<file path="config.mk">
export PLATFORM = sky130hd
export DESIGN_NAME = ibex_fetch_fifo_flat
export DESIGN_NICKNAME = d
export VERILOG_FILES = /design/src/rtl/ibex_fetch_fifo_if.sv /design/src/rtl/ibex_fetch_fifo.sv /design/src/flat_wrapper.sv
export SDC_FILE = /design/constraint.sdc
export NUM_CORES = 1
export LEC_CHECK = 0
export ABC_AREA = 1
export BUFFER_PORTS_ARGS = -buffer_cell sky130_fd_sc_hd__clkbuf_2
export CAP_MARGIN = 30
export CORE_ASPECT_RATIO = 1.1
export CORE_MARGIN = 1.5
export CORE_UTILIZATION = 55
export CTS_CLUSTER_SIZE = 28
export DETAILED_ROUTE_END_ITERATION = 8
export PLACE_DENSITY = 0.78
export SLEW_MARGIN = 20
export SYNTH_ARGS = -nofsm -noshare
export SYNTH_HDL_FRONTEND = slang
export SYNTH_SLANG_ARGS = --single-unit
</file>
<file path="constraint.sdc">
create_clock -name clk_i -period 5.3 [get_ports clk_i]
set_input_delay 1.325 -clock clk_i [delete_from_list [all_inputs] [get_ports clk_i]]
set_output_delay 1.325 -clock clk_i [all_outputs]
set_load 0.02 [all_outputs]
</file>
<file path="src/rtl/ibex_fetch_fifo_if.sv">
// Handshake bundle between the instruction bus, the prefetch FIFO and the IF stage.
// The FIFO sits on the slave side; the fetch controller / IF stage drive the master side.
interface ibex_fetch_fifo_if #(
  parameter int unsigned NUM_REQS = 2
);
  logic                clear_i;
  logic [NUM_REQS-1:0] busy_o;
  logic                in_valid_i;
  logic [31:0]         in_addr_i;
  logic [31:0]         in_rdata_i;
  logic                in_err_i;
  logic                out_valid_o;
  logic                out_ready_i;
  logic [31:0]         out_addr_o;
  logic [31:0]         out_rdata_o;
  logic                out_err_o;
  logic                out_err_plus2_o;

  modport master (
    output clear_i, in_valid_i, in_addr_i, in_rdata_i, in_err_i, out_ready_i,
    input  busy_o, out_valid_o, out_addr_o, out_rdata_o, out_err_o, out_err_plus2_o
  );

  modport slave (
    input  clear_i, in_valid_i, in_addr_i, in_rdata_i, in_err_i, out_ready_i,
    output busy_o, out_valid_o, out_addr_o, out_rdata_o, out_err_o, out_err_plus2_o
  );
endinterface

</file>
<file path="src/rtl/ibex_fetch_fifo.sv">
// Prefetch FIFO: buffers returned bus words and presents aligned, unaligned and
// compressed instructions to the IF stage, with a zero-latency bypass when empty.
module ibex_fetch_fifo #(
  parameter int unsigned NUM_REQS = 2
) (
  input  logic                 clk_i,
  input  logic                 rst_i,
  ibex_fetch_fifo_if.slave     bus
);
  localparam int unsigned DEPTH = NUM_REQS + 1;

  logic [31:0]      rdata_q [DEPTH];
  logic [DEPTH-1:0] err_q;
  logic [DEPTH-1:0] valid_q;
  logic [31:1]      addr_q;

  logic [31:0] word0_rdata;
  logic        word0_valid, err0;
  logic [15:0] word1_lo;
  logic        word1_valid, err1;
  logic        aligned, comp_aligned, comp_unaligned, is_compressed;
  logic        valid_raw, handshake, pop;
  logic        unused_addr_bit;

  logic [31:0]      comb_rdata [DEPTH+1];
  logic [DEPTH:0]   comb_valid, comb_err, occ_below;
  logic [31:0]      rdata_d [DEPTH];
  logic [DEPTH-1:0] valid_d, err_d;

  assign unused_addr_bit = bus.in_addr_i[0];

  // Incoming word stands in for an empty head slot, or for entry 1 when only the head is filled.
  always_comb begin
    word0_valid = valid_q[0] | bus.in_valid_i;
    word0_rdata = '0;
    err0        = 1'b0;
    if (valid_q[0]) begin
      word0_rdata = rdata_q[0];
      err0        = err_q[0];
    end else if (bus.in_valid_i) begin
      word0_rdata = bus.in_rdata_i;
      err0        = bus.in_err_i;
    end
    word1_valid = 1'b0;
    word1_lo    = '0;
    err1        = 1'b0;
    if (valid_q[1]) begin
      word1_valid = 1'b1;
      word1_lo    = rdata_q[1][15:0];
      err1        = err_q[1];
    end else if (valid_q[0] && bus.in_valid_i) begin
      word1_valid = 1'b1;
      word1_lo    = bus.in_rdata_i[15:0];
      err1        = bus.in_err_i;
    end
  end

  assign aligned        = ~addr_q[1];
  assign comp_aligned   = word0_rdata[1:0] != 2'b11;
  assign comp_unaligned = word0_rdata[17:16] != 2'b11;
  assign is_compressed  = aligned ? comp_aligned : comp_unaligned;

  always_comb begin
    valid_raw           = word0_valid;
    bus.out_rdata_o     = {word1_lo, word0_rdata[31:16]};
    bus.out_err_o       = err0;
    bus.out_err_plus2_o = 1'b0;
    if (aligned) begin
      bus.out_rdata_o = word0_rdata;
    end else if (!comp_unaligned) begin
      // An error on the first half is reportable without waiting for the second word.
      valid_raw           = word0_valid & (word1_valid | err0);
      bus.out_err_o       = err0 | err1;
      bus.out_err_plus2_o = err1 & ~err0;
    end
  end

  assign bus.out_valid_o = valid_raw & ~bus.clear_i;
  assign bus.out_addr_o  = {addr_q, 1'b0};
  assign bus.busy_o      = valid_q[DEPTH-1:1];
  assign handshake       = bus.out_valid_o & bus.out_ready_i;
  assign pop             = handshake & ~(aligned & comp_aligned);

  // Append the incoming word behind the stored ones, then shift out the head on a pop.
  assign occ_below = {valid_q, 1'b1};
  always_comb begin
    for (int i = 0; i < DEPTH; i++) begin
      comb_valid[i] = valid_q[i] | (bus.in_valid_i & ~valid_q[i] & occ_below[i]);
      comb_rdata[i] = valid_q[i] ? rdata_q[i] : bus.in_rdata_i;
      comb_err[i]   = valid_q[i] ? err_q[i]   : bus.in_err_i;
    end
    comb_valid[DEPTH] = bus.in_valid_i & valid_q[DEPTH-1];
    comb_rdata[DEPTH] = bus.in_rdata_i;
    comb_err[DEPTH]   = bus.in_err_i;
    for (int i = 0; i < DEPTH; i++) begin
      valid_d[i] = pop ? comb_valid[i+1] : comb_valid[i];
      rdata_d[i] = pop ? comb_rdata[i+1] : comb_rdata[i];
      err_d[i]   = pop ? comb_err[i+1]   : comb_err[i];
    end
  end

  // Storage update; a flush drops every entry including any word arriving this cycle.
  always_ff @(posedge clk_i or posedge rst_i) begin
    if (rst_i) begin
      valid_q <= '0;
      err_q   <= '0;
      for (int i = 0; i < DEPTH; i++) rdata_q[i] <= '0;
    end else if (bus.clear_i) begin
      valid_q <= '0;
    end else begin
      valid_q <= valid_d;
      err_q   <= err_d;
      for (int i = 0; i < DEPTH; i++) rdata_q[i] <= rdata_d[i];
    end
  end

  // Fetch PC advances by one halfword for compressed instructions, two otherwise.
  always_ff @(posedge clk_i or posedge rst_i) begin
    if (rst_i) begin
      addr_q <= '0;
    end else if (bus.clear_i) begin
      addr_q <= bus.in_addr_i[31:1];
    end else if (handshake) begin
      addr_q <= addr_q + (is_compressed ? 31'd1 : 31'd2);
    end
  end

  push_when_full_a: assert property (@(posedge clk_i) disable iff (rst_i)
    !(bus.in_valid_i && (&valid_q) && !pop && !bus.clear_i));

endmodule

</file>
<file path="src/flat_wrapper.sv">
// flat-port wrapper written by rule: the top's interface ports become plain ports
module ibex_fetch_fifo_flat 
#(
  parameter int unsigned NUM_REQS = 2
)
  (clk_i, rst_i, bus_clear_i, bus_in_valid_i, bus_in_addr_i, bus_in_rdata_i, bus_in_err_i, bus_out_ready_i, bus_busy_o, bus_out_valid_o, bus_out_addr_o, bus_out_rdata_o, bus_out_err_o, bus_out_err_plus2_o);
  ibex_fetch_fifo_if #(.NUM_REQS(NUM_REQS)) bus_i ();
  input  logic clk_i;
  input  logic rst_i;
  input wire logic [$bits(bus_i.clear_i)-1:0] bus_clear_i;
  input wire logic [$bits(bus_i.in_valid_i)-1:0] bus_in_valid_i;
  input wire logic [$bits(bus_i.in_addr_i)-1:0] bus_in_addr_i;
  input wire logic [$bits(bus_i.in_rdata_i)-1:0] bus_in_rdata_i;
  input wire logic [$bits(bus_i.in_err_i)-1:0] bus_in_err_i;
  input wire logic [$bits(bus_i.out_ready_i)-1:0] bus_out_ready_i;
  output wire logic [$bits(bus_i.busy_o)-1:0] bus_busy_o;
  output wire logic [$bits(bus_i.out_valid_o)-1:0] bus_out_valid_o;
  output wire logic [$bits(bus_i.out_addr_o)-1:0] bus_out_addr_o;
  output wire logic [$bits(bus_i.out_rdata_o)-1:0] bus_out_rdata_o;
  output wire logic [$bits(bus_i.out_err_o)-1:0] bus_out_err_o;
  output wire logic [$bits(bus_i.out_err_plus2_o)-1:0] bus_out_err_plus2_o;
  assign bus_i.clear_i = bus_clear_i;
  assign bus_i.in_valid_i = bus_in_valid_i;
  assign bus_i.in_addr_i = bus_in_addr_i;
  assign bus_i.in_rdata_i = bus_in_rdata_i;
  assign bus_i.in_err_i = bus_in_err_i;
  assign bus_i.out_ready_i = bus_out_ready_i;
  assign bus_busy_o = bus_i.busy_o;
  assign bus_out_valid_o = bus_i.out_valid_o;
  assign bus_out_addr_o = bus_i.out_addr_o;
  assign bus_out_rdata_o = bus_i.out_rdata_o;
  assign bus_out_err_o = bus_i.out_err_o;
  assign bus_out_err_plus2_o = bus_i.out_err_plus2_o;
  ibex_fetch_fifo #(.NUM_REQS(NUM_REQS)) u_core (.clk_i(clk_i), .rst_i(rst_i), .bus(bus_i));
endmodule
</file>
### Word level (Yosys, flattened, before mapping)

Cells that the tools add are included.
W data, S select, Z words.

| storage, ports and cells | value |
|---|---|
| memories kept | 0 |
| memory bits (writable) | 0 |
| register bits after elaboration | 133 |
| latch bits | 0 |
| output and inout bits | 69 |
| memory bits (read-only) | 0 |
| input port bits | 70 |

| cells by class | value |
|---|---|
| bitwise gates (word level) | 25 |
| divide/modulo/power cells | 0 |
| mux-type cells | 37 |
| order comparisons | 0 |
| eq/ne operators | 3 |
| $add $sub $neg | 1 |
| reductions and logical operators | 3 |
| shift operators | 0 |
| $mul | 0 |

Operators with widths:

| operator | number |
|---|---|
| $mux W32 | 9 |
| $mux W31 | 2 |
| $mux W16 | 2 |
| $add A31 B31 Y31 | 1 |
| $mux W1 | 22 |
| $and A1 B1 Y1 | 12 |
| $not A1 Y1 | 7 |
| $ne A2 B2 Y1 const B | 3 |
| $or A1 B1 Y1 | 6 |
| $mux W3 | 1 |
| $mux W2 | 1 |
| $reduce_and A2 Y1 | 1 |
| $reduce_bool A2 Y1 | 1 |
| $logic_and A1 B1 Y1 | 1 |

### Longest topological paths before layout

Gate-level depths: netlist of the first run.

| logic depth | value |
|---|---|
| depth in word-level cells | 12 |
| depth in mapped cells | 20 |

### Worst setup path after synthesis of the first run

Ideal clock, no wire load.

| timing | value |
|---|---|
| path type | input port to output port |
| start point | in bus_in_valid_i |
| end point | out bus_out_rdata_o[10] |
| cell stages on the path | 6 |
| data required time | 3975 ps |
| setup slack | 1282 ps |
| data arrival time | 2693 ps |
| cell sequence | buf_2 -> inv_1 -> nor2_1 -> clkbuf_1 -> a22oi_1 -> a22oi_1 |

| on the way | value |
|---|---|
| word-level cells in the longest chain between the ends | 3 |

RTL lines:

| what | line | text |
|---|---|---|
| start, declared | flat_wrapper.sv:11 | `input wire logic [$bits(bus_i.in_valid_i)-1:0] bus_in_valid_i;` |
| $mux W32 | ibex_fetch_fifo.sv:40 | `end else if (bus.in_valid_i) begin` |
| $mux W32 | ibex_fetch_fifo.sv:37 | `if (valid_q[0]) begin` |
| $mux W32 | ibex_fetch_fifo.sv:68 | `if (aligned) begin` |
| end, declared | flat_wrapper.sv:19 | `output wire logic [$bits(bus_i.out_rdata_o)-1:0] bus_out_rdata_o;` |

Every way passes these cells.

### Final worst setup path of the first run

Ends and elaborated chain as after synthesis.

==> run summary, run 1 <==
========================================================================================================
Post-route clock period utilization .......................................................       83.45%
R2R depth .................................................................................           13
Simple-gate portion of the synthesized area ...............................................       40.62%
GR Overflow Total .........................................................................            0
Core Box Area ............................................................................. 0.01625 mm^2
Power dissipated by switching net loads ...................................................      1221 uW
Count of vias placed by the detailed router ...............................................         9763
I/O pins ..................................................................................          139
Worst min-delay path class ................................................................ flip-flop to flip-flop
Initial Utilization .......................................................................       55.73%
Total Negative Setup Slacks ...............................................................         0 ps
Max-cap violations ........................................................................            0
Maximum clock rate ........................................................................    226.1 MHz
Deepest clock path buffer count ...........................................................            2
Synthesized-area fraction occupied by adder cells .........................................      0.3593%
Number of antenna repair diodes ...........................................................            0
Final nets ................................................................................         1544
Number of flops mapped to enable cells by yosys ...........................................            0
Initial DRC Count .........................................................................         1085
Final-report max-slew violation count .....................................................            0
Internal Pwr Total ........................................................................      2229 uW
Total track usage .........................................................................       32.10%
Critical path's largest stage delay .......................................................       600 ps
Most common cell after layout, fill and taps aside ........................................      nand2_1
Postcts setup bufs ........................................................................            0
CP most frequent cell .....................................................................     clkbuf_2
CTS tree ..................................................................................          yes
Clk root buf ..............................................................................    clkbuf_16
Maximum vdd drop ..........................................................................    0.2580 mV
Power per Cell Area ....................................................................... 332.9 mW/mm^2
PortBufs ..................................................................................          136
Clock period minus worst slack ............................................................      4423 ps
Number of global-route vias before repair .................................................         8682
TritonCTS buffer count ....................................................................           17
Count of filler cells inserted in the layout ..............................................         1502
Crit path launch .......................................................................... bus_in_valid_i
Worst Tran Pin Value ......................................................................     820.6 ps
Proportion of register bits with asynchronous set or reset after synthesis ................       100.0%
Library cell occupying the most area in the post-synthesis netlist ........................      dfrtp_1
Crit path to .............................................................................. bus_out_rdata_o[10]
Part of the Yosys area used for sequential elements .......................................       36.76%
Share of synthesized area spent on multiplexers ...........................................       1.879%
Fraction of power spent switching nets ....................................................       35.39%
Clk sinks .................................................................................          133
Result of the run ......................................................................... complete, no violations
Sequence of cells on the critical path .................................................... clkbuf_2 > inv_1 > nor2_2 > buf_4 > nand2_1 > a22oi_1 > clkbuf_2
Post-DRT Antenna Nets .....................................................................            0
Fraction of final layout cells sized beyond drive strength 1 ..............................       14.68%
Type of element capturing the critical path ............................................... primary output
YS warnings ...............................................................................            0
Leading register cell type out of synthesis ...............................................      dfrtp_1
Sequential Power Share ....................................................................        37.4%
Detailed placement HPWL ...................................................................     17.48 mm
Count of distinct cell types in the synthesized netlist ...................................           37
First-pass GRT wire length ................................................................     44.15 mm
Width of the die ..........................................................................     125.3 um
Standard cell with the maximum stage delay on the critical path ...........................       nor2_2
Post-synth top area share .................................................................       36.76%
Post-Synth XOR/XNOR Area ..................................................................      0.9673%
Post-layout instance area ................................................................. 0.01036 mm^2
Number of failing hold endpoints at the final stage .......................................            0
Unrepaired setup endpoints after global routing ...........................................           no
Hold bufs inserted after CTS ..............................................................            0
Quantity of gates resized following cts ...................................................            0
Synthesized area per cell .................................................................   6.510 um^2
Maximum fanout along the worst path .......................................................           18
Hold_ws ...................................................................................     471.6 ps
Via density per instance ..................................................................        5.780
Number of core rows .......................................................................           49
Vertical die dimension ....................................................................     137.6 um
Largest net degree at the start of global routing .........................................           68
Final setup fails .........................................................................            0
Family of cells with the greatest summed delay on the critical path ....................... buffers and inverters
Dominant combinational cell family by area after synthesis ................................ simple AND/OR/NAND/NOR gates
Clock Latency Late Sink ...................................................................       430 ps
FF-to-FF End .............................................................................. u_core.addr_q[21]$_DFFE_PP0P_
Worst-case clock skew .....................................................................     4.250 ps
Register-to-register setup slack ..........................................................      1570 ps
Portion of total power attributed to the clock network ....................................        35.2%
Layout overhead on the synthesized area ...................................................       14.47%
Leading cell types in the layout, fill and taps excluded .................................. nand2_1 (593), clkbuf_2 (135), dfrtp_1 (133)
Synthesized netlist net count .............................................................         1463
Routed WL .................................................................................     27.48 mm
Data required, critical path ..............................................................      3970 ps
Reg2Reg Launch Point ...................................................................... u_core.addr_q[1]$_DFFE_PP0P_
Flops & latches, synth ....................................................................          133
Initial antenna violation count ...........................................................            0
Number of H-tree levels ...................................................................            4
Post-synthesis instance area .............................................................. 0.009055 mm^2
CP arrival ................................................................................      3100 ps
Post-route DRC violation count ............................................................            0
Share of the synthesized area in compound gates (AO/OA/AOI/OAI) ...........................       10.50%
CP startpoint kind ........................................................................    input pin
Routability congestion estimate ...........................................................       0.9321
Post-DR wirelength/cell ...................................................................     16.27 um
Depth of the critical timing path with buffers and inverters included .....................            7
Number of instances in the synthesized netlist ............................................         1391
Instance area after placement ............................................................. 0.009731 mm^2
Total leakage power .......................................................................  0.005509 uW
Critical Setup Path Class ................................................................. input pin to primary output
Main area contributors after synthesis .................................................... dfrtp_1 (37%), nand2_1 (25%), nand3_1 (5.3%)
Power share of the combinational group ....................................................        27.5%
Drt first pass iters ......................................................................            6
Tightest slew margin relative to the limit ................................................       45.29%
Post-CTS clock slew at the launch and capture registers of the worst setup and hold paths .        60 ps
Overall die area .......................................................................... 0.01724 mm^2
Number of buffer and inverter stages on the critical path .................................            4
========================================================================================================
[power by group through the flow]
stage	sequential [uW]	combinational (uW)	clock (uW)
2_1_floorplan	1300	635	0
3_3_place_gp	1290	912	0
3_5_place_dp	1300	932	0
4_1_cts	1280	937	1230
5_1_grt	1310	1050	1270
6_report	1290	948	1210
[how the worst min path moves through the flow]
stage / from / slack [ps] / depth (start not counted) / to
after detailed placement: u_core.rdata_q[62]$_DFFE_PP0N_ / 460 / 2 / u_core.rdata_q[62]$_DFFE_PP0N_
after global routing: u_core.rdata_q[55]$_DFFE_PP0N_ / 490 / 2 / u_core.rdata_q[55]$_DFFE_PP0N_
final: u_core.rdata_q[57]$_DFFE_PP0N_ / 470 / 2 / u_core.rdata_q[57]$_DFFE_PP0N_
after floorplan: u_core.rdata_q[63]$_DFFE_PP0N_ / 440 / 2 / u_core.rdata_q[63]$_DFFE_PP0N_
after CTS: u_core.rdata_q[62]$_DFFE_PP0N_ / 470 / 2 / u_core.rdata_q[62]$_DFFE_PP0N_
after global placement: u_core.rdata_q[63]$_DFFE_PP0N_ / 450 / 2 / u_core.rdata_q[63]$_DFFE_PP0N_
[routing by layer]
| layer | vias to the layer above | track usage (%) | wire length, um |
|---|---|---|---|
| li1 | 4681 | - | - |
| met1 | 4572 | 42.25 | 11460 |
| met2 | 456 | 52.91 | 13210 |
| met3 | 54 | 5.398 | 2022 |
| met4 | 0 | 13.51 | 777 |
| met5 | - | 0 | 0 |
[per-stage QoR]
stage                     std cells  util (%)  total power [uW]  setup WS [ps]
after floorplan                1391         -              1940          420.6
after global placement         1655     59.72              2207          911.2
after detailed placement       1656     59.89              2230          914.5
after CTS                      1688     63.63              3449          888.8
after global routing           1689     63.80              3630          743.2
final                          1689     63.80              3450          877.1
[area by class of cell]
type	instances	area [um^2]	share of cell area, %
Inverter	95	361.6	3.489
Clock buffer	24	511.7	4.937
Clock inverter	8	95.09	0.9174
Timing Repair Buffer	155	878.3	8.474
Tap cell	204	255.2	2.463
Multi-Input combinational cell	1070	4935	47.61
Sequential cell	133	3328	32.11
[sequential cells by signal, indices dropped and copies added, names as in the netlist]
| signal | count |
|---|---|
| u_core.err_q | 3 |
| u_core.valid_q | 3 |
| u_core.rdata_q | 96 |
| u_core.addr_q | 31 |
[kinds of logic (layout without fill, tap and decap cells)]
logic type / after synthesis / count (layout)
flip-flops: 133 / 133
multiplexers: 17 / 17
XOR/XNOR: 10 / 10
AND/OR/NAND/NOR: 874 / 874
other: 1 / 1
buffers and inverters: 188 / 282
adder cells (fa/ha/maj): 2 / 2
AO/OA/AOI/OAI: 166 / 166
[worst register-to-register path, stage by stage, from the launching register on]
cell and delay (ps):
dfrtp_1 450, buf_4 450, inv_1 220, nand2_2 490, nand2_1 190, fa_1 500
inv_1 150, nand2_1 100, nor2_1 300, inv_1 110, nor3_1 390, xor2_1 190
nand2_1 70, nand3_1 80
[synth_stat cells (11+ instances only)]
library cell  count
mux2i_1          17
o21ai_1          15
nand3_1          95
clkbuf_1         52
nand2_1         593
o21ai_0          79
or2_2            17
nor2_1           73
dfrtp_1         133
a22oi_1          28
a21oi_1          20
nand4_1          75
buf_2            24
nor3_1           11
inv_1            92
o22ai_1          15
Power figures use the tool's default switching activity.
==> run 2: changes to the inputs <==
--- a/config.mk
+++ b/config.mk
@@ -10,7 +10,7 @@
 export CAP_MARGIN = 30
 export CORE_ASPECT_RATIO = 1.1
 export CORE_MARGIN = 1.5
-export CORE_UTILIZATION = 55
+export CORE_UTILIZATION = 53
 export CTS_CLUSTER_SIZE = 28
 export DETAILED_ROUTE_END_ITERATION = 8
 export PLACE_DENSITY = 0.78
==> constraint.sdc (replaced) <==
create_clock -name clk_i -period 4 [get_ports clk_i]
set_input_delay 1 -clock clk_i [delete_from_list [all_inputs] [get_ports clk_i]]
set_output_delay 1 -clock clk_i [all_outputs]
set_load 0.02 [all_outputs]
==> run summary, run 2 (synthesis gave the netlist of run 1 again) <==
========================================================================================================
Most common cell after layout, fill and taps aside ........................................      nand2_1   unchanged
Maximum fanout along the worst path .......................................................           16   was 18
Maximum clock rate ........................................................................    276.9 MHz
Instance area after placement ............................................................. 0.009784 mm^2   was 0.009731 mm^2
CP startpoint kind ........................................................................    input pin   unchanged
TritonCTS buffer count ....................................................................           17   unchanged
Number of H-tree levels ...................................................................            4   unchanged
First-pass GRT wire length ................................................................     44.04 mm   was 44.15 mm
Total leakage power .......................................................................  0.005478 uW   was 0.005509 uW
Data required, critical path ..............................................................      3000 ps   was 3970 ps
Total Negative Setup Slacks ...............................................................         0 ps   unchanged
Worst-case clock skew .....................................................................     8.483 ps   was 4.250 ps
Most used routing layer ...................................................................         met2   unchanged
Number of core rows .......................................................................           49   unchanged
Max-cap violations ........................................................................            0   unchanged
Initial Utilization .......................................................................       54.70%   was 55.73%
Post-layout instance area ................................................................. 0.01029 mm^2   was 0.01036 mm^2
Clock Latency Late Sink ...................................................................       420 ps   was 430 ps
Final nets ................................................................................         1548   was 1544
GR Overflow Total .........................................................................            0   unchanged
Number of failing hold endpoints at the final stage .......................................            0   unchanged
Unrepaired setup endpoints after global routing ...........................................           no   unchanged
Routability congestion estimate ...........................................................       0.9325   was 0.9321
Number of global-route vias before repair .................................................         8877   was 8682
Most flops, register ...................................................................... u_core.rdata_q   unchanged
Count of vias placed by the detailed router ...............................................         9734   was 9763
Post-DR wirelength/cell ...................................................................     16.13 um   was 16.27 um
Worst min-delay path class ................................................................ flip-flop to flip-flop   unchanged
Postcts setup bufs ........................................................................            0   unchanged
Layout overhead on the synthesized area ...................................................       13.67%   was 14.47%
Post-DRT Antenna Nets .....................................................................            0   unchanged
Clk sinks .................................................................................          133   unchanged
Worst Tran Pin Value ......................................................................     886.2 ps   was 820.6 ps
Critical Setup Path Class ................................................................. input pin to primary output   unchanged
Post-route clock period utilization .......................................................       90.29%
Initial antenna violation count ...........................................................            1   was 0
Deepest clock path buffer count ...........................................................            2   unchanged
Type of element capturing the critical path ............................................... primary output   unchanged
Post-Route Utilization ....................................................................       62.18%   was 63.80%
Vertical die dimension ....................................................................     140.1 um   was 137.6 um
Clock period minus worst slack ............................................................      3611 ps
Clk root buf ..............................................................................    clkbuf_16   unchanged
Initial DRC Count .........................................................................          993   was 1085
Maximum vdd drop ..........................................................................    0.3122 mV   was 0.2580 mV
Drt first pass iters ......................................................................            5   was 6
CP arrival ................................................................................      2610 ps   was 3100 ps
CTS tree ..................................................................................          yes   unchanged
Final-report max-slew violation count .....................................................            0   unchanged
Post-route DRC violation count ............................................................            0   unchanged
Final setup fails .........................................................................            0   unchanged
Routed WL .................................................................................     27.26 mm   was 27.48 mm
Met3 track demand over resource ...........................................................       5.004%   was 5.398%
Overall die area .......................................................................... 0.01788 mm^2   was 0.01724 mm^2
Hold bufs inserted after CTS ..............................................................            0   unchanged
Result of the run ......................................................................... complete, no violations   unchanged
I/O pins ..................................................................................          139   unchanged
Post-CTS clock slew at the launch and capture registers of the worst setup and hold paths .        50 ps   was 60 ps
Fraction of final layout cells sized beyond drive strength 1 ..............................       14.60%   was 14.68%
Number of antenna repair diodes ...........................................................            0   unchanged
Power per Cell Area ....................................................................... 423.3 mW/mm^2   was 332.9 mW/mm^2
Width of the die ..........................................................................     127.6 um   was 125.3 um
Met1 global-route usage ...................................................................       39.68%   was 42.25%
Tightest slew margin relative to the limit ................................................       40.92%   was 45.29%
Quantity of gates resized following cts ...................................................            0   unchanged
Total track usage .........................................................................       30.77%   was 32.10%
Leading cell types in the layout, fill and taps excluded .................................. nand2_1 (593), clkbuf_2 (135), dfrtp_1 (133)   unchanged
Core Box Area ............................................................................. 0.01655 mm^2   was 0.01625 mm^2
Largest net degree at the start of global routing .........................................           75   was 68
Post-place setup slack ....................................................................     440.6 ps   was 914.5 ps
Register-to-register setup slack ..........................................................       840 ps   was 1570 ps
Via density per instance ..................................................................        5.760   was 5.780
Detailed placement HPWL ...................................................................     17.64 mm   was 17.48 mm
Global-route track usage on met2 ..........................................................       49.90%   was 52.91%
Flip-flop count of the largest register after layout ......................................           96   unchanged
PortBufs ..................................................................................          136   unchanged
Worst setup margin ........................................................................     388.6 ps   was 877.1 ps
Regs by FF count .......................................................................... u_core.rdata_q (96), u_core.addr_q (31)   unchanged
========================================================================================================
-- run 2: critical path, cell delays in order --
cell and delay, ps:
clkbuf_2 230, nand2_1 110, nand2_1 120, nand2_1 490, o22ai_1 420, clkbuf_2 220
-- run 2: final timing paths --
| kind | start | end | cells after the start |
|---|---|---|---|
| max in group asynchronous | rst_i | u_core.rdata_q[61]$_DFFE_PP0N_ | 3 |
| hold reg to reg | u_core.rdata_q[58]$_DFFE_PP0N_ | u_core.rdata_q[58]$_DFFE_PP0N_ | 2 |
| setup / recovery | bus_in_valid_i | bus_out_rdata_o[23] | 6 |
| min in group asynchronous | rst_i | u_core.rdata_q[3]$_DFFE_PP0N_ | 2 |
| setup reg to reg | u_core.valid_q[0]$_DFF_PP0_ | u_core.addr_q[17]$_DFFE_PP0P_ | 15 |
| hold / removal | u_core.rdata_q[58]$_DFFE_PP0N_ | u_core.rdata_q[58]$_DFFE_PP0N_ | 2 |
-- run 2: per-layer routing --
| layer | routed length, um | part of all wire [%] |
|---|---|---|
| met5 | 14 | 0.051 |
| met4 | 1116 | 4.1 |
| met3 | 2181 | 8.0 |
| met2 | 12740 | 47 |
| met1 | 11210 | 41 |
-- run 2: cell type report --
cell class / count / area [um^2]
Fill cell: 1547 / 6261
Multi-Input combinational cell: 1070 / 4935
Sequential cell: 133 / 3328
Timing Repair Buffer: 159 / 905.9
Clock buffer: 23 / 478.0
Inverter: 95 / 360.3
Tap cell: 204 / 255.2
Clock inverter: 6 / 30.03
-- run 2: metrics by stage --
step / hold slack, ps / total power (uW) / cells
after floorplan: 438.4 / 2571 / 1391
after global placement: 453.3 / 2930 / 1659
after detailed placement: 458.4 / 2967 / 1661
after CTS: 473.8 / 4353 / 1690
after global routing: 488.4 / 4580 / 1690
final: 475.5 / 4357 / 1690
-- run 2: where the power goes --
group / internal [uW] / total (uW) / switching, uW
Clock: 823 / 1390 / 568
Combinational: 400 / 1250 / 854
Sequential: 1540 / 1710 / 167
==> run 3: changes to the inputs <==
--- a/config.mk
+++ b/config.mk
@@ -10,7 +10,7 @@
 export CAP_MARGIN = 30
 export CORE_ASPECT_RATIO = 1.1
 export CORE_MARGIN = 1.5
-export CORE_UTILIZATION = 53
+export CORE_UTILIZATION = 55
 export CTS_CLUSTER_SIZE = 28
 export DETAILED_ROUTE_END_ITERATION = 8
 export PLACE_DENSITY = 0.78
@@ -18,3 +18,4 @@
 export SYNTH_ARGS = -nofsm -noshare
 export SYNTH_HDL_FRONTEND = slang
 export SYNTH_SLANG_ARGS = --single-unit
+export TNS_END_PERCENT = 5
==> constraint.sdc (replaced) <==
create_clock -name clk_i -period 3.6 [get_ports clk_i]
set_input_delay 0.9 -clock clk_i [delete_from_list [all_inputs] [get_ports clk_i]]
set_output_delay 0.9 -clock clk_i [all_outputs]
set_load 0.02 [all_outputs]
==> run summary, run 3 (synthesis gave the netlist of run 1 again) <==
========================================================================================================
Overall die area .......................................................................... 0.01724 mm^2   was 0.01788 mm^2
Most flops, register ...................................................................... u_core.rdata_q   unchanged
Deepest clock path buffer count ...........................................................            2   unchanged
Worst min-delay path class ................................................................ flip-flop to flip-flop   unchanged
Fraction of final layout cells sized beyond drive strength 1 ..............................       14.77%   was 14.60%
Clk sinks .................................................................................          133   unchanged
Number of buffer and inverter stages on the critical path .................................            3   was 2
Via density per instance ..................................................................        5.742   was 5.760
Worst-case clock skew .....................................................................     8.587 ps   was 8.483 ps
Unrepaired setup endpoints after global routing ...........................................           no   unchanged
Number of antenna repair diodes ...........................................................            0   unchanged
Core Box Area ............................................................................. 0.01625 mm^2   was 0.01655 mm^2
Critical path's largest stage delay .......................................................       490 ps   about the same
Postcts setup bufs ........................................................................            0   unchanged
Clock Latency Late Sink ...................................................................       420 ps   about the same
CP arrival ................................................................................      2420 ps   was 2610 ps
I/O pins ..................................................................................          139   unchanged
Post-DR wirelength/cell ...................................................................     16.06 um   was 16.13 um
Number of core rows .......................................................................           49   unchanged
Post-route DRC violation count ............................................................            0   unchanged
CP startpoint kind ........................................................................    flip-flop   was input pin
Initial antenna violation count ...........................................................            0   was 1
Detailed placement HPWL ...................................................................     17.59 mm   was 17.64 mm
Maximum vdd drop ..........................................................................    0.3487 mV   was 0.3122 mV
Power per Cell Area ....................................................................... 486.1 mW/mm^2   was 423.3 mW/mm^2
Worst setup margin ........................................................................     278.9 ps   was 388.6 ps
GR Overflow Total .........................................................................            0   unchanged
TritonCTS buffer count ....................................................................           17   unchanged
Clock period minus worst slack ............................................................      3321 ps
Final-report max-slew violation count .....................................................            0   unchanged
Final setup fails .........................................................................            0   unchanged
Total track usage .........................................................................       31.92%   was 30.77%
Type of element capturing the critical path ............................................... primary output   unchanged
Post-place setup slack ....................................................................     244.6 ps   was 440.6 ps
Result of the run ......................................................................... complete, no violations   unchanged
Routability congestion estimate ...........................................................       0.9025   was 0.9325
Number of global-route vias before repair .................................................         8903   was 8877
Maximum fanout along the worst path .......................................................           28   was 16
Leading cell types in the layout, fill and taps excluded .................................. nand2_1 (593), clkbuf_2 (135), dfrtp_1 (133)   unchanged
Largest net degree at the start of global routing .........................................           69   was 75
Worst Tran Pin Value ......................................................................     803.5 ps   was 886.2 ps
Quantity of gates resized following cts ...................................................            0   unchanged
PortBufs ..................................................................................          136   unchanged
First-pass GRT wire length ................................................................     44.59 mm   was 44.04 mm
Sequence of cells on the critical path .................................................... buf_4 > nor2_2 > buf_12 > a22oi_1 > o22ai_1 > clkbuf_2   was clkbuf_2 > nand2_1 > nand2_1 > nand2_1 > o22ai_1 > clkbuf_2
Layout overhead on the synthesized area ...................................................       14.96%   was 13.67%
Hold bufs inserted after CTS ..............................................................            0   unchanged
Initial Utilization .......................................................................       55.73%   was 54.70%
Flip-flop count of the largest register after layout ......................................           96   unchanged
Routed WL .................................................................................     27.21 mm   was 27.26 mm
Clk root buf ..............................................................................    clkbuf_16   unchanged
Vertical die dimension ....................................................................     137.6 um   was 140.1 um
CTS tree ..................................................................................          yes   unchanged
Final nets ................................................................................         1551   was 1548
Critical Setup Path Class ................................................................. flip-flop to primary output   was input pin to primary output
Post-route clock period utilization .......................................................       92.25%
Post-layout instance area ................................................................. 0.01041 mm^2   was 0.01029 mm^2
Most common cell after layout, fill and taps aside ........................................      nand2_1   unchanged
Regs by FF count .......................................................................... u_core.rdata_q (96), u_core.addr_q (31)   unchanged
Width of the die ..........................................................................     125.3 um   was 127.6 um
Drt first pass iters ......................................................................            7   was 5
Instance area after placement ............................................................. 0.009807 mm^2   was 0.009784 mm^2
Count of filler cells inserted in the layout ..............................................         1512   was 1547
Data required, critical path ..............................................................      2700 ps   was 3000 ps
Number of failing hold endpoints at the final stage .......................................            0   unchanged
Number of H-tree levels ...................................................................            4   unchanged
Total Negative Setup Slacks ...............................................................         0 ps   unchanged
Post-DRT Antenna Nets .....................................................................            0   unchanged
Count of vias placed by the detailed router ...............................................         9727   was 9734
Tightest slew margin relative to the limit ................................................       46.43%   was 40.92%
Maximum clock rate ........................................................................    301.1 MHz
Standard cell with the maximum stage delay on the critical path ...........................      dfrtp_1   was nand2_1
Total leakage power .......................................................................  0.005532 uW   was 0.005478 uW
Initial DRC Count .........................................................................         1054   was 993
Post-CTS clock slew at the launch and capture registers of the worst setup and hold paths .        50 ps   about the same
Family of cells with the greatest summed delay on the critical path ....................... buffers and inverters   was simple AND/OR/NAND/NOR gates
Max-cap violations ........................................................................            0   unchanged
========================================================================================================
## run 3: cell count changes in the layout (fill, tap and decap cells not counted), moves of 2 or more
cell       delta
clkinv_2      -5
clkbuf_8      +3
buf_4         +2
bufinv_16     +2
## run 3: path summary, 6_finish.rpt
path,end,depth (start not counted),start,slack [ps]
worst max-delay path,bus_out_rdata_o[22],6,u_core.valid_q[0]$_DFF_PP0_,280
worst min register to register,u_core.rdata_q[63]$_DFFE_PP0N_,2,u_core.rdata_q[63]$_DFFE_PP0N_,470
min in group asynchronous,u_core.rdata_q[34]$_DFFE_PP0N_,2,rst_i,600
worst max register to register,u_core.addr_q[17]$_DFFE_PP0P_,15,u_core.valid_q[0]$_DFF_PP0_,770
worst min-delay path,u_core.rdata_q[63]$_DFFE_PP0N_,2,u_core.rdata_q[63]$_DFFE_PP0N_,470
max in group asynchronous,u_core.rdata_q[52]$_DFFE_PP0N_,3,rst_i,2260
## run 3: routing by layer
metal  routed length [um]  global-route usage (%)  up-vias
li1                     -                       -     4701
met1                11570                   42.62     4524
met2                12980                   52.76      433
met3                 1832                   5.010       69
met4                  825                   12.12        0
met5                    0                       0        -
## run 3: power breakdown
group	leakage, uW	internal (uW)	switching [uW]
logic	0.00362	449	949
clock network	0.000290	1120	637
registers	0.00162	1720	188
## run 3: worst min-delay path: cells and delay by family, from the launching register on
family / cells / cell delay (ps)
flip-flops: 1 / 340
AND/OR/NAND/NOR: 2 / 110
## run 3: metrics by stage
stage               util, %  power, uW  cells  hold slack, ps
floorplan                 -       2857   1391           438.4
global placement      60.19       3265   1662           453.9
detailed placement    60.36       3296   1663           457.9
CTS                   63.98       5061   1693           470.8
global route          64.07       5316   1694           491.7
finish                64.07       5060   1694           473.8
## run 3: final cells by class
class                      instances  area, um^2  area share, %
clock buffer                      27       523.0          5.024
clock inverter                     3       65.06         0.6250
inverter                          95       360.3          3.462
multi-input combinational       1070        4935          47.40
sequential                       133        3328          31.97
tap                              204       255.2          2.452
timing repair buffer             162       943.4          9.062
